===== src/rtl/rr_arbiter16.sv =====
// rtl/rr_arbiter16.sv - sixteen-requester round-robin arbiter with optional hold limit
module rr_arbiter16 #(
  parameter int MAX_HOLD = 0
) (
  input  logic        clk,
  input  logic        rst,
  input  logic [15:0] req,
  input  logic        done,
  output logic [15:0] gnt,
  output logic [3:0]  gnt_idx,
  output logic        gnt_valid,
  output logic        preempt
);

  typedef enum logic {IDLE, GRANT} state_t;

  localparam bit          HOLD_EN   = (MAX_HOLD != 0);
  localparam logic [7:0]  HOLD_LAST = 8'(MAX_HOLD - 1);

  state_t      state, state_nxt;
  logic [3:0]  ptr, ptr_nxt;
  logic [7:0]  hold_cnt, hold_nxt;
  logic [15:0] gnt_nxt;
  logic [3:0]  idx_nxt;
  logic        pre_nxt;

  logic [15:0] arb_req;
  logic [3:0]  cand;
  logic [3:0]  win_idx;
  logic        win_found;
  logic        forced;
  logic        release_now;

  assign forced      = HOLD_EN && (state == GRANT) && (hold_cnt == HOLD_LAST);
  assign release_now = done || !req[gnt_idx] || forced;
  // a forcibly released owner must not immediately win again
  assign arb_req     = forced ? (req & ~gnt) : req;

  always_comb begin
    win_found = 1'b0;
    win_idx   = ptr;
    cand      = '0;
    for (int i = 0; i < 16; i++) begin
      cand = ptr + 4'(i);
      if (!win_found && arb_req[cand]) begin
        win_found = 1'b1;
        win_idx   = cand;
      end
    end
  end

  always_comb begin
    state_nxt = state;
    gnt_nxt   = gnt;
    idx_nxt   = gnt_idx;
    ptr_nxt   = ptr;
    hold_nxt  = hold_cnt;
    pre_nxt   = 1'b0;
    case (state)
      IDLE: begin
        if (win_found) begin
          state_nxt = GRANT;
          gnt_nxt   = 16'h0001 << win_idx;
          idx_nxt   = win_idx;
          ptr_nxt   = win_idx + 4'd1;
          hold_nxt  = '0;
        end
      end
      GRANT: begin
        pre_nxt = forced;
        if (release_now) begin
          if (win_found) begin
            gnt_nxt  = 16'h0001 << win_idx;
            idx_nxt  = win_idx;
            ptr_nxt  = win_idx + 4'd1;
            hold_nxt = '0;
          end else begin
            state_nxt = IDLE;
            gnt_nxt   = '0;
          end
        end else if (hold_cnt != 8'hFF) begin
          hold_nxt = hold_cnt + 8'd1;
        end
      end
      default: begin
        state_nxt = IDLE;
        gnt_nxt   = '0;
      end
    endcase
  end

  always_ff @(posedge clk) begin
    if (rst) begin
      state    <= IDLE;
      gnt      <= '0;
      gnt_idx  <= '0;
      ptr      <= '0;
      hold_cnt <= '0;
      preempt  <= 1'b0;
    end else begin
      state    <= state_nxt;
      gnt      <= gnt_nxt;
      gnt_idx  <= idx_nxt;
      ptr      <= ptr_nxt;
      hold_cnt <= hold_nxt;
      preempt  <= pre_nxt;
    end
  end

  assign gnt_valid = |gnt;

endmodule

===== config.mk =====
export PLATFORM = sky130hd
export DESIGN_NAME = rr_arbiter16
export DESIGN_NICKNAME = d
export VERILOG_FILES = /design/src/rtl/rr_arbiter16.sv
export SDC_FILE = /design/constraint.sdc
export NUM_CORES = 1
export LEC_CHECK = 0
export ABC_CLOCK_PERIOD_IN_PS = 5400
export CORE_MARGIN = 2
export CORE_UTILIZATION = 45
export DETAILED_ROUTE_END_ITERATION = 7
export PLACE_DENSITY_LB_ADDON = 0.2
export SLEW_MARGIN = 20
export SYNTH_ARGS = -nofsm -noshare
export SYNTH_HDL_FRONTEND = slang
export SYNTH_SLANG_ARGS = --single-unit

===== constraint.sdc =====
create_clock -name clk -period 5.4 [get_ports clk]
set_input_delay 0.54 -clock clk [delete_from_list [all_inputs] [get_ports clk]]
set_output_delay 0.54 -clock clk [all_outputs]
set_load 0.01 [all_outputs]

== After elaboration in Yosys (flattened, before gate mapping) ==
Index checks and enable logic that the tools add are counted.
W data, S select, Z words.
Cells by class
  add/subtract/negate cells: 16
  $lt $le $gt $ge: 17
  equal/unequal tests: 2
  shift-type cells: 1
  mux-type cells: 78
  bitwise logic cells: 1
  reduce and logical (&&, ||, !) cells: 34
Operator list (number)
  $lt A4 B5 Y1 const B: 17
  $mux W4: 19
  $bmux W1 S4: 17
  $mux W16: 3
  $mux W1: 35
  $add A4 B4 Y4 const B: 8
  $pmux W16 S2: 1
  $add A4 B3 Y4 const B: 4
  $logic_not A1 Y1: 16
  $pmux W4 S2: 2
  $reduce_or A16 Y1: 1
  $shl A1 B4 Y16 const A: 1
  $logic_and A1 B1 Y1: 15
  $add A4 B1 Y4 const B: 2
  $add A4 B2 Y4 const B: 2
  $ne A2 B1 Y1 const B: 1
  $ne A2 B2 Y1 const B: 1
  $pmux W1 S2: 1
  $reduce_and A2 Y1: 1
  $logic_or A1 B1 Y1: 1
  $not A1 Y1: 1
Storage, ports and cells
  register bits after elaboration: 25
  input port bits: 19
  logic and storage cells: 153

== Longest topological paths before layout ==
Gate-level depths: netlist (run 1).
  depth after elaboration: 52
  gate-level depth with buffers: 23

== Worst setup path after synthesis (run 1) ==
OpenSTA, ideal clock, no wires.
  path type: register to register
  start: register ptr[1]
  end: register gnt[15]
  library setup time: 0.128 ns
  arrival: 4.858 ns
  slack: 0.414 ns
  cell stages (with the launch flop): 22
  path buffers: 7
  period minus slack after synthesis: 4.986 ns
  cells stage by stage: dfxtp_1 -> buf_2 -> buf_6 -> buf_2 -> inv_1 -> clkbuf_1 -> ha_1 -> buf_6 -> mux2_1 -> mux2_2 -> mux4_2 -> or3_1 -> buf_2 -> a21o_1 -> a2111o_1 -> a31oi_1 -> o21ai_2 -> buf_2 -> ha_1 -> nand2_1 -> a2bb2oi_1 -> nor2_1
Between the ends
  cells in the longest elaborated chain, start to end: 52
  elaborated cells between the ends (all ways): 115
RTL lines
  from (decl): RTL line 21  | logic [3:0] ptr, ptr_nxt;
  from (signal assigned): RTL line 104  | ptr <= ptr_nxt;
  branches (longest 52 deep; another with $add A4 B1 Y4)
  to (signal assigned): RTL line 102  | gnt <= gnt_nxt;
  to (decl): RTL line 9  | output logic [15:0] gnt,
Parallel ways; which one is timed is not known. The select of a mux whose other input is x is not followed.
A chain may end at the register's enable or synchronous reset.

== Worst setup path in the final report (run 1) ==
  start: register ptr[1]
  end: register gnt[10]
Between the ends
  cells in the longest elaborated chain, start to end: 52
  elaborated cells between the ends (all ways): 115
RTL lines
  branches (longest 47 deep; another with $add A4 B1 Y4)
  $mux W4 *: RTL line 45  | if (!win_found && arb_req[cand]) begin
  net win_idx[1]: RTL line 29  | logic [3:0] win_idx;
  $shl A1 B4 Y16 *: RTL line 63, 73
  $mux W16: RTL line 72  | if (win_found) begin
  $mux W16: RTL line 71  | if (release_now) begin
  $pmux W16 S2 *: RTL line 59  | case (state)
Mark *: on every way through the listed nets, which the timed path passes. The select of a mux whose other input is x is not followed.

==> impl_metrics.env, run 1 <==
export IMPL_status="finished clean"
export IMPL_fp_dieArea_um2=9250
export IMPL_synthTopCellsByCount="sky130_fd_sc_hd__nand2_1, sky130_fd_sc_hd__nor2_1, sky130_fd_sc_hd__mux4_2"
export IMPL_grt_start_max_net_pins=26
export IMPL_synth_top_cells_by_area="sky130_fd_sc_hd__mux4_2, sky130_fd_sc_hd__dfxtp_1, sky130_fd_sc_hd__mux2i_1"
export IMPL_critical_path_n_buffers_inverters=5
export IMPL_avgSynthCellArea_um2=8.50
export IMPL_cts_buffers_inserted=3
export IMPL_setup_total_negative_slack_ns=0
export IMPL_syn2layout_area_growth_pct=14.9
export IMPL_drc=0
export IMPL_cap_violations=0
export IMPL_timing_hold_worst_class="reg2reg"
export IMPL_place_congestion=0.933
export IMPL_cts_root_to_sink_buffers=2
export IMPL_clk_insertion_delay_late_ns=0.27
export IMPL_htreeDepth=1
export IMPL_worst_ep_required_time_ns=5.58
export IMPL_timing_critical_path_arrival_ns=5.15
export IMPL_synth_cell_area_um2=3820
export IMPL_die_width_um=96.2
export IMPL_tritoncts="yes"
export IMPL_globalRoute_totalOverflow=0
export IMPL_antenna_found_initial=0
export IMPL_synth_fp_nets=481
export IMPL_synth_largest_type_area_fraction_pct=18.3
export IMPL_setup_viol=0
export IMPL_seq_area_um2=500
export IMPL_core_area_um2=8220
export IMPL_synth_ff_type="sky130_fd_sc_hd__dfxtp_1"
export IMPL_synth_seq_cells=25
export IMPL_effective_utilization_at_floorplan_pct=46.6
export IMPL_maxClockFrequency_mhz=201
export IMPL_clk_transition_reported_paths_ns=0.09
export IMPL_critical_path_startpoint_type="flop"
export IMPL_worst_clock_skew_ns=0.00625
export IMPL_port_buffers=39
export IMPL_reg2reg_from="ptr[1]"
export IMPL_synth_enable_flop_cells=0
export IMPL_synth_most_common_cell="sky130_fd_sc_hd__nand2_1"
export IMPL_timing_critical_path_cells="inv_1, ha_1, buf_4, mux4_2, mux2_2, mux2i_2, buf_4, and3_1, nand3_1, nor2_1, a2111oi_0, buf_4, a211oi_1, nor3_2, inv_1, ha_1, and2_1, or3b_1, a21oi_1"
export IMPL_hold_viol=0
export IMPL_timing_max_transition_violations_final=0
export IMPL_routed_wirelength_um=12400
export IMPL_async_reset_ff_share_pct=0
export IMPL_ys_seq_area_share_pct=13.1
export IMPL_grt_first_pass_wirelength_um=20000
export IMPL_routed_via_density=6.63
export IMPL_global_route_usage_total_pct=28.0
export IMPL_path_common_cell="sky130_fd_sc_hd__buf_4"
export IMPL_relSlewSlack_pct=38.9
export IMPL_drt_iter0_drc=220
export IMPL_rsz0062_at_grt="false"
export IMPL_multi_input_comb_area_um2=3130
export IMPL_fillers=775
export IMPL_cp_slowest_cell="sky130_fd_sc_hd__ha_1"
export IMPL_num_io_pins=41
export IMPL_num_nets_final=517
export IMPL_clock_tree_root_cell="sky130_fd_sc_hd__clkbuf_8"
export IMPL_dr_total_vias=3913
export IMPL_holdCritStartpoint="gnt[11]"
export IMPL_criticalPathCategory="reg2reg"
export IMPL_place_hpwl_um=9430
export IMPL_timing_worst_slew_pin_value_ns=0.913
export IMPL_clkSinkCount=25
export IMPL_ant_nets=0
export IMPL_post_synth_inst_count=450
export IMPL_layout_worst_path_cycle_share_pct=92.0
export IMPL_cts_hold_buf=0
export IMPL_core_rowCount=33
export IMPL_routed_wire_length_per_instance_um=21.0
export IMPL_critPathMaxFanout=11
export IMPL_min_period_ns=4.97
export IMPL_timing_critical_path_slowest_cell_delay_ns=0.57
export IMPL_drt_pre_antenna_iters=5
export IMPL_cp_top_family="simple AND/OR/NAND/NOR gates"
export IMPL_die_height_um=96.2
export IMPL_grt_pass1_vias=3768
export IMPL_layout_cell_share_with_drive_strength_beyond_1_pct=17.7
export IMPL_worst_setup_path_startpoint="ptr[1]"
export IMPL_synth_warnings=0
export IMPL_antenna_diode_count=0
export IMPL_synth_largest_area_cell="sky130_fd_sc_hd__mux4_2"
export IMPL_setup_crit_end_kind="flop"
export IMPL_ys_types=69
-- per-layer routing --
layer / vias to the layer above / wire, µm / GRT usage, %
met3: 29 / 741 / 3.99
li1: 1810 / - / -
met2: 161 / 5780 / 43.5
met5: - / 0 / 0
met4: 0 / 395 / 9.05
met1: 1913 / 5470 / 39.9
-- through the flow --
stage	cell area (µm²)	instances	utilization, %	worst slack, ns	hold WS, ns
4_1_cts	4390	590	53.4	0.338	0.479
6_report	4400	590	53.5	0.433	0.476
2_1_floorplan	3820	450	-	0.414	0.488
5_1_grt	4400	590	53.5	0.107	0.496
3_3_place_gp	4350	586	52.9	0.299	0.460
3_5_place_dp	4350	586	52.9	0.329	0.462
-- cell families (layout without fill, tap and decap cells) --
logic type | count (synthesis) | after routing | synth area share (%)
adders and majority gates | 12 | 12 | 3.93
buffers and inverters | 39 | 74 | 5.14
muxes | 84 | 84 | 33.1
AOI/OAI and AO/OA | 111 | 111 | 20.0
and+or+nand+nor | 163 | 163 | 21.2
DFF | 25 | 25 | 13.1
other | 1 | 1 | 0.0980
xor gates and xnor gates | 15 | 15 | 3.43
-- state kept, by name, summed over array words and instances (netlist names) --
signal   count
gnt_idx      4
gnt         16
ptr          4
state        1
-- cell type report --
class	count	area share [%]
multi-input cells	386	71.3
repair buffers	60	12.5
flip-flops and latches	25	11.4
well taps	105	2.99
clock buffers	3	0.939
inverters	10	0.854
clock inverters	1	0.114
-- layout by cell type (no fill, tap or decap), types with 4 or more instances in the layout --
master                             n
sky130_fd_sc_hd__xnor2_1          10
sky130_fd_sc_hd__inv_1             9
sky130_fd_sc_hd__nor3_1           14
sky130_fd_sc_hd__clkdlybuf4s50_1  39
sky130_fd_sc_hd__a31oi_1           5
sky130_fd_sc_hd__nand4_1           4
sky130_fd_sc_hd__mux2_2           20
sky130_fd_sc_hd__mux4_2           31
sky130_fd_sc_hd__dfxtp_1          25
sky130_fd_sc_hd__or3_1             4
sky130_fd_sc_hd__o22ai_1           6
sky130_fd_sc_hd__a21oi_1          29
sky130_fd_sc_hd__a211oi_1          8
sky130_fd_sc_hd__a32oi_1           4
sky130_fd_sc_hd__ha_1             12
sky130_fd_sc_hd__a21o_1            6
sky130_fd_sc_hd__nand2_1          44
sky130_fd_sc_hd__nand3_1          12
sky130_fd_sc_hd__mux2i_1          26
sky130_fd_sc_hd__o21ai_0          12
sky130_fd_sc_hd__and3_1            5
sky130_fd_sc_hd__mux2_1            5
sky130_fd_sc_hd__buf_4            21
sky130_fd_sc_hd__and2_1            5
sky130_fd_sc_hd__o211ai_1          4
sky130_fd_sc_hd__xor2_1            5
sky130_fd_sc_hd__nand3b_1          8
sky130_fd_sc_hd__nor2_1           42
sky130_fd_sc_hd__nor4_1            6
sky130_fd_sc_hd__a221oi_1          4
-- final timing paths --
kind,cells past startpoint,slack (ns),end
worst max-delay path,19,0.43,gnt[10]
worst min-delay path,2,0.48,gnt[11]
worst max register to register,19,0.43,gnt[10]
worst min register to register,2,0.48,gnt[11]
-- timing repair --
| item | in CTS | in global routing |
|---|---|---|
| buffers inserted | 0 | 0 |
| resized for setup | 0 | 1 |
| setup endpoints to repair | 0 | 7 |
-- worst register-to-register path, stage by stage (launching register included) --
cell and delay (ns):
sky130_fd_sc_hd__dfxtp_1 0.39, sky130_fd_sc_hd__inv_1 0.08, sky130_fd_sc_hd__ha_1 0.57, sky130_fd_sc_hd__buf_4 0.30, sky130_fd_sc_hd__mux4_2 0.39, sky130_fd_sc_hd__mux2_2 0.35, sky130_fd_sc_hd__mux2i_2 0.15, sky130_fd_sc_hd__buf_4 0.19
sky130_fd_sc_hd__and3_1 0.24, sky130_fd_sc_hd__nand3_1 0.18, sky130_fd_sc_hd__nor2_1 0.20, sky130_fd_sc_hd__a2111oi_0 0.11, sky130_fd_sc_hd__buf_4 0.15, sky130_fd_sc_hd__a211oi_1 0.46, sky130_fd_sc_hd__nor3_2 0.16, sky130_fd_sc_hd__inv_1 0.11
sky130_fd_sc_hd__ha_1 0.14, sky130_fd_sc_hd__and2_1 0.21, sky130_fd_sc_hd__or3b_1 0.37, sky130_fd_sc_hd__a21oi_1 0.13
Power of run 1 is left out: the tool's default activity adds up to more than one toggle a clock period on the data nets, which glitch-free logic cannot reach.
==> run 2: changes to the inputs <==
--- a/config.mk
+++ b/config.mk
@@ -9,7 +9,7 @@
 export CORE_MARGIN = 2
 export CORE_UTILIZATION = 45
 export DETAILED_ROUTE_END_ITERATION = 7
-export PLACE_DENSITY_LB_ADDON = 0.2
+export PLACE_DENSITY = 0.63
 export SLEW_MARGIN = 20
 export SYNTH_ARGS = -nofsm -noshare
 export SYNTH_HDL_FRONTEND = slang
==> run 2 against run 1 <==
  * Worst setup slack lost 0.027 ns
  * Fmax down 0.54%
  * Non-clock buffer count is 2 lower
  * Critical path type unchanged
  * Die area is the same
  * Critical endpoint is now gnt[9]
  * Clock-buffer cell count did not move
  * Final cell count fell by 0.34%
  * Sequential share of layout area about the same
==> impl_metrics.env, run 2 (synthesis gave the netlist of run 1 again) <==
export IMPL_rsz0062_at_grt="false"
export IMPL_worst_ep_required_time_ns=5.59
export IMPL_relSlewSlack_pct=37.6
export IMPL_drt_pre_antenna_iters=5
export IMPL_status="finished clean"
export IMPL_critPathMaxFanout=12
export IMPL_place_hpwl_um=9550
export IMPL_hold_viol=0
export IMPL_num_nets_final=515
export IMPL_die_width_um=96.2
export IMPL_timing_hold_worst_class="reg2reg"
export IMPL_maxClockFrequency_mhz=200
export IMPL_worst_clock_skew_ns=0.00538
export IMPL_routed_wire_length_per_instance_um=21.5
export IMPL_timing_critical_path_slowest_cell_delay_ns=0.63
export IMPL_place_congestion=0.967
export IMPL_timing_worst_slew_pin_value_ns=0.934
export IMPL_final_cell_mix="sky130_fd_sc_hd__nand2_1, sky130_fd_sc_hd__nor2_1, sky130_fd_sc_hd__clkdlybuf4s50_1, sky130_fd_sc_hd__mux4_2, sky130_fd_sc_hd__a21oi_1"
export IMPL_setup_crit_end_kind="flop"
export IMPL_timing_max_transition_violations_final=0
export IMPL_setup_viol=0
export IMPL_regs_by_ff_count="gnt x16, gnt_idx x4, ptr x4"
export IMPL_antenna_found_initial=0
export IMPL_final_common_cell="sky130_fd_sc_hd__nand2_1"
export IMPL_final_core_utilization_pct=53.5
export IMPL_timing_critical_path_arrival_ns=5.18
export IMPL_global_route_usage_total_pct=28.6
export IMPL_fp_dieArea_um2=9250
export IMPL_timing_critical_path_cells="buf_4, ha_1, xor2_1, nor3_1, or4_1, mux2i_2, nor3_1, a2111oi_0, o211ai_1, xnor2_1, ha_1, and2_1, or3b_1, a21oi_1"
export IMPL_clkSinkCount=25
export IMPL_setup_total_negative_slack_ns=0
export IMPL_cts_buffers_inserted=3
export IMPL_port_buffers=39
export IMPL_routed_wirelength_um=12700
export IMPL_core_area_um2=8220
export IMPL_tritoncts="yes"
export IMPL_drc=0
export IMPL_clock_tree_root_cell="sky130_fd_sc_hd__clkbuf_8"
export IMPL_globalRoute_totalOverflow=0
export IMPL_criticalPathCategory="reg2reg"
export IMPL_ant_nets=0
export IMPL_die_height_um=96.2
export IMPL_cap_violations=0
export IMPL_grt_start_max_net_pins=26
export IMPL_layout_worst_path_cycle_share_pct=92.5
export IMPL_cts_root_to_sink_buffers=2
export IMPL_effective_utilization_at_floorplan_pct=46.6
export IMPL_clk_insertion_delay_late_ns=0.27
export IMPL_critical_path_startpoint_type="flop"
export IMPL_grt_pass1_vias=3597
export IMPL_num_io_pins=41
export IMPL_largest_register="gnt"
export IMPL_routed_via_density=6.71
export IMPL_cp_slowest_cell="sky130_fd_sc_hd__or4_1"
export IMPL_grt_first_pass_wirelength_um=20300
export IMPL_max_ffs_per_register=16
export IMPL_post_cts_repair_setup_buffers=0
export IMPL_ctsResizeCount=0
export IMPL_htreeDepth=1
export IMPL_cts_hold_buf=0
export IMPL_dr_total_vias=3948
export IMPL_antenna_diode_count=0
export IMPL_clk_transition_reported_paths_ns=0.09
export IMPL_drt_iter0_drc=366
export IMPL_min_period_ns=4.99
export IMPL_layout_cell_share_with_drive_strength_beyond_1_pct=17.6
export IMPL_core_rowCount=33
export IMPL_syn2layout_area_growth_pct=14.9
[run 2: worst max-delay path, delay by kind of cell (launching register included)]
family | cells | cell delay, ns
AO/OA/AOI/OAI | 3 | 0.78
multiplexers | 1 | 0.45
AND/OR/NAND/NOR | 5 | 1.44
flip-flops | 1 | 0.36
XOR/XNOR | 2 | 0.94
adder cells (fa/ha/maj) | 2 | 0.66
buffers and inverters | 1 | 0.26
[run 2: area by class of cell]
type / instances / area (µm²)
repair buffers: 58 / 533
clock inverters: 1 / 7.51
flip-flops and latches: 25 / 500
fillers: 797 / 3820
multi-input cells: 386 / 3140
inverters: 10 / 37.5
well taps: 105 / 131
clock buffers: 3 / 41.3
[run 2: final timing paths]
kind           start  endpoint  slack, ns  depth (start not counted)
max           ptr[1]    gnt[9]       0.41                         14
min          gnt[14]   gnt[14]       0.48                          2
max reg2reg   ptr[1]    gnt[9]       0.41                         14
min reg2reg  gnt[14]   gnt[14]       0.48                          2
[run 2: routing by layer]
metal | wire length, µm | vias up | track usage (%)
met3 | 1100 | 26 | 4.31
li1 | - | 1808 | -
met1 | 5640 | 1896 | 42.3
met4 | 340 | 0 | 7.38
met2 | 5580 | 218 | 43.3
met5 | 0 | - | 0
[run 2: metrics by stage]
step | setup slack, ns | cells | area [µm²] | hold slack, ns
floorplan | 0.414 | 450 | 3820 | 0.488
global placement | 0.390 | 584 | 4330 | 0.459
detailed placement | 0.394 | 584 | 4330 | 0.462
CTS | 0.425 | 588 | 4380 | 0.476
global route | 0.0479 | 588 | 4390 | 0.499
finish | 0.406 | 588 | 4390 | 0.477
Power of run 2 is left out for the same reason.
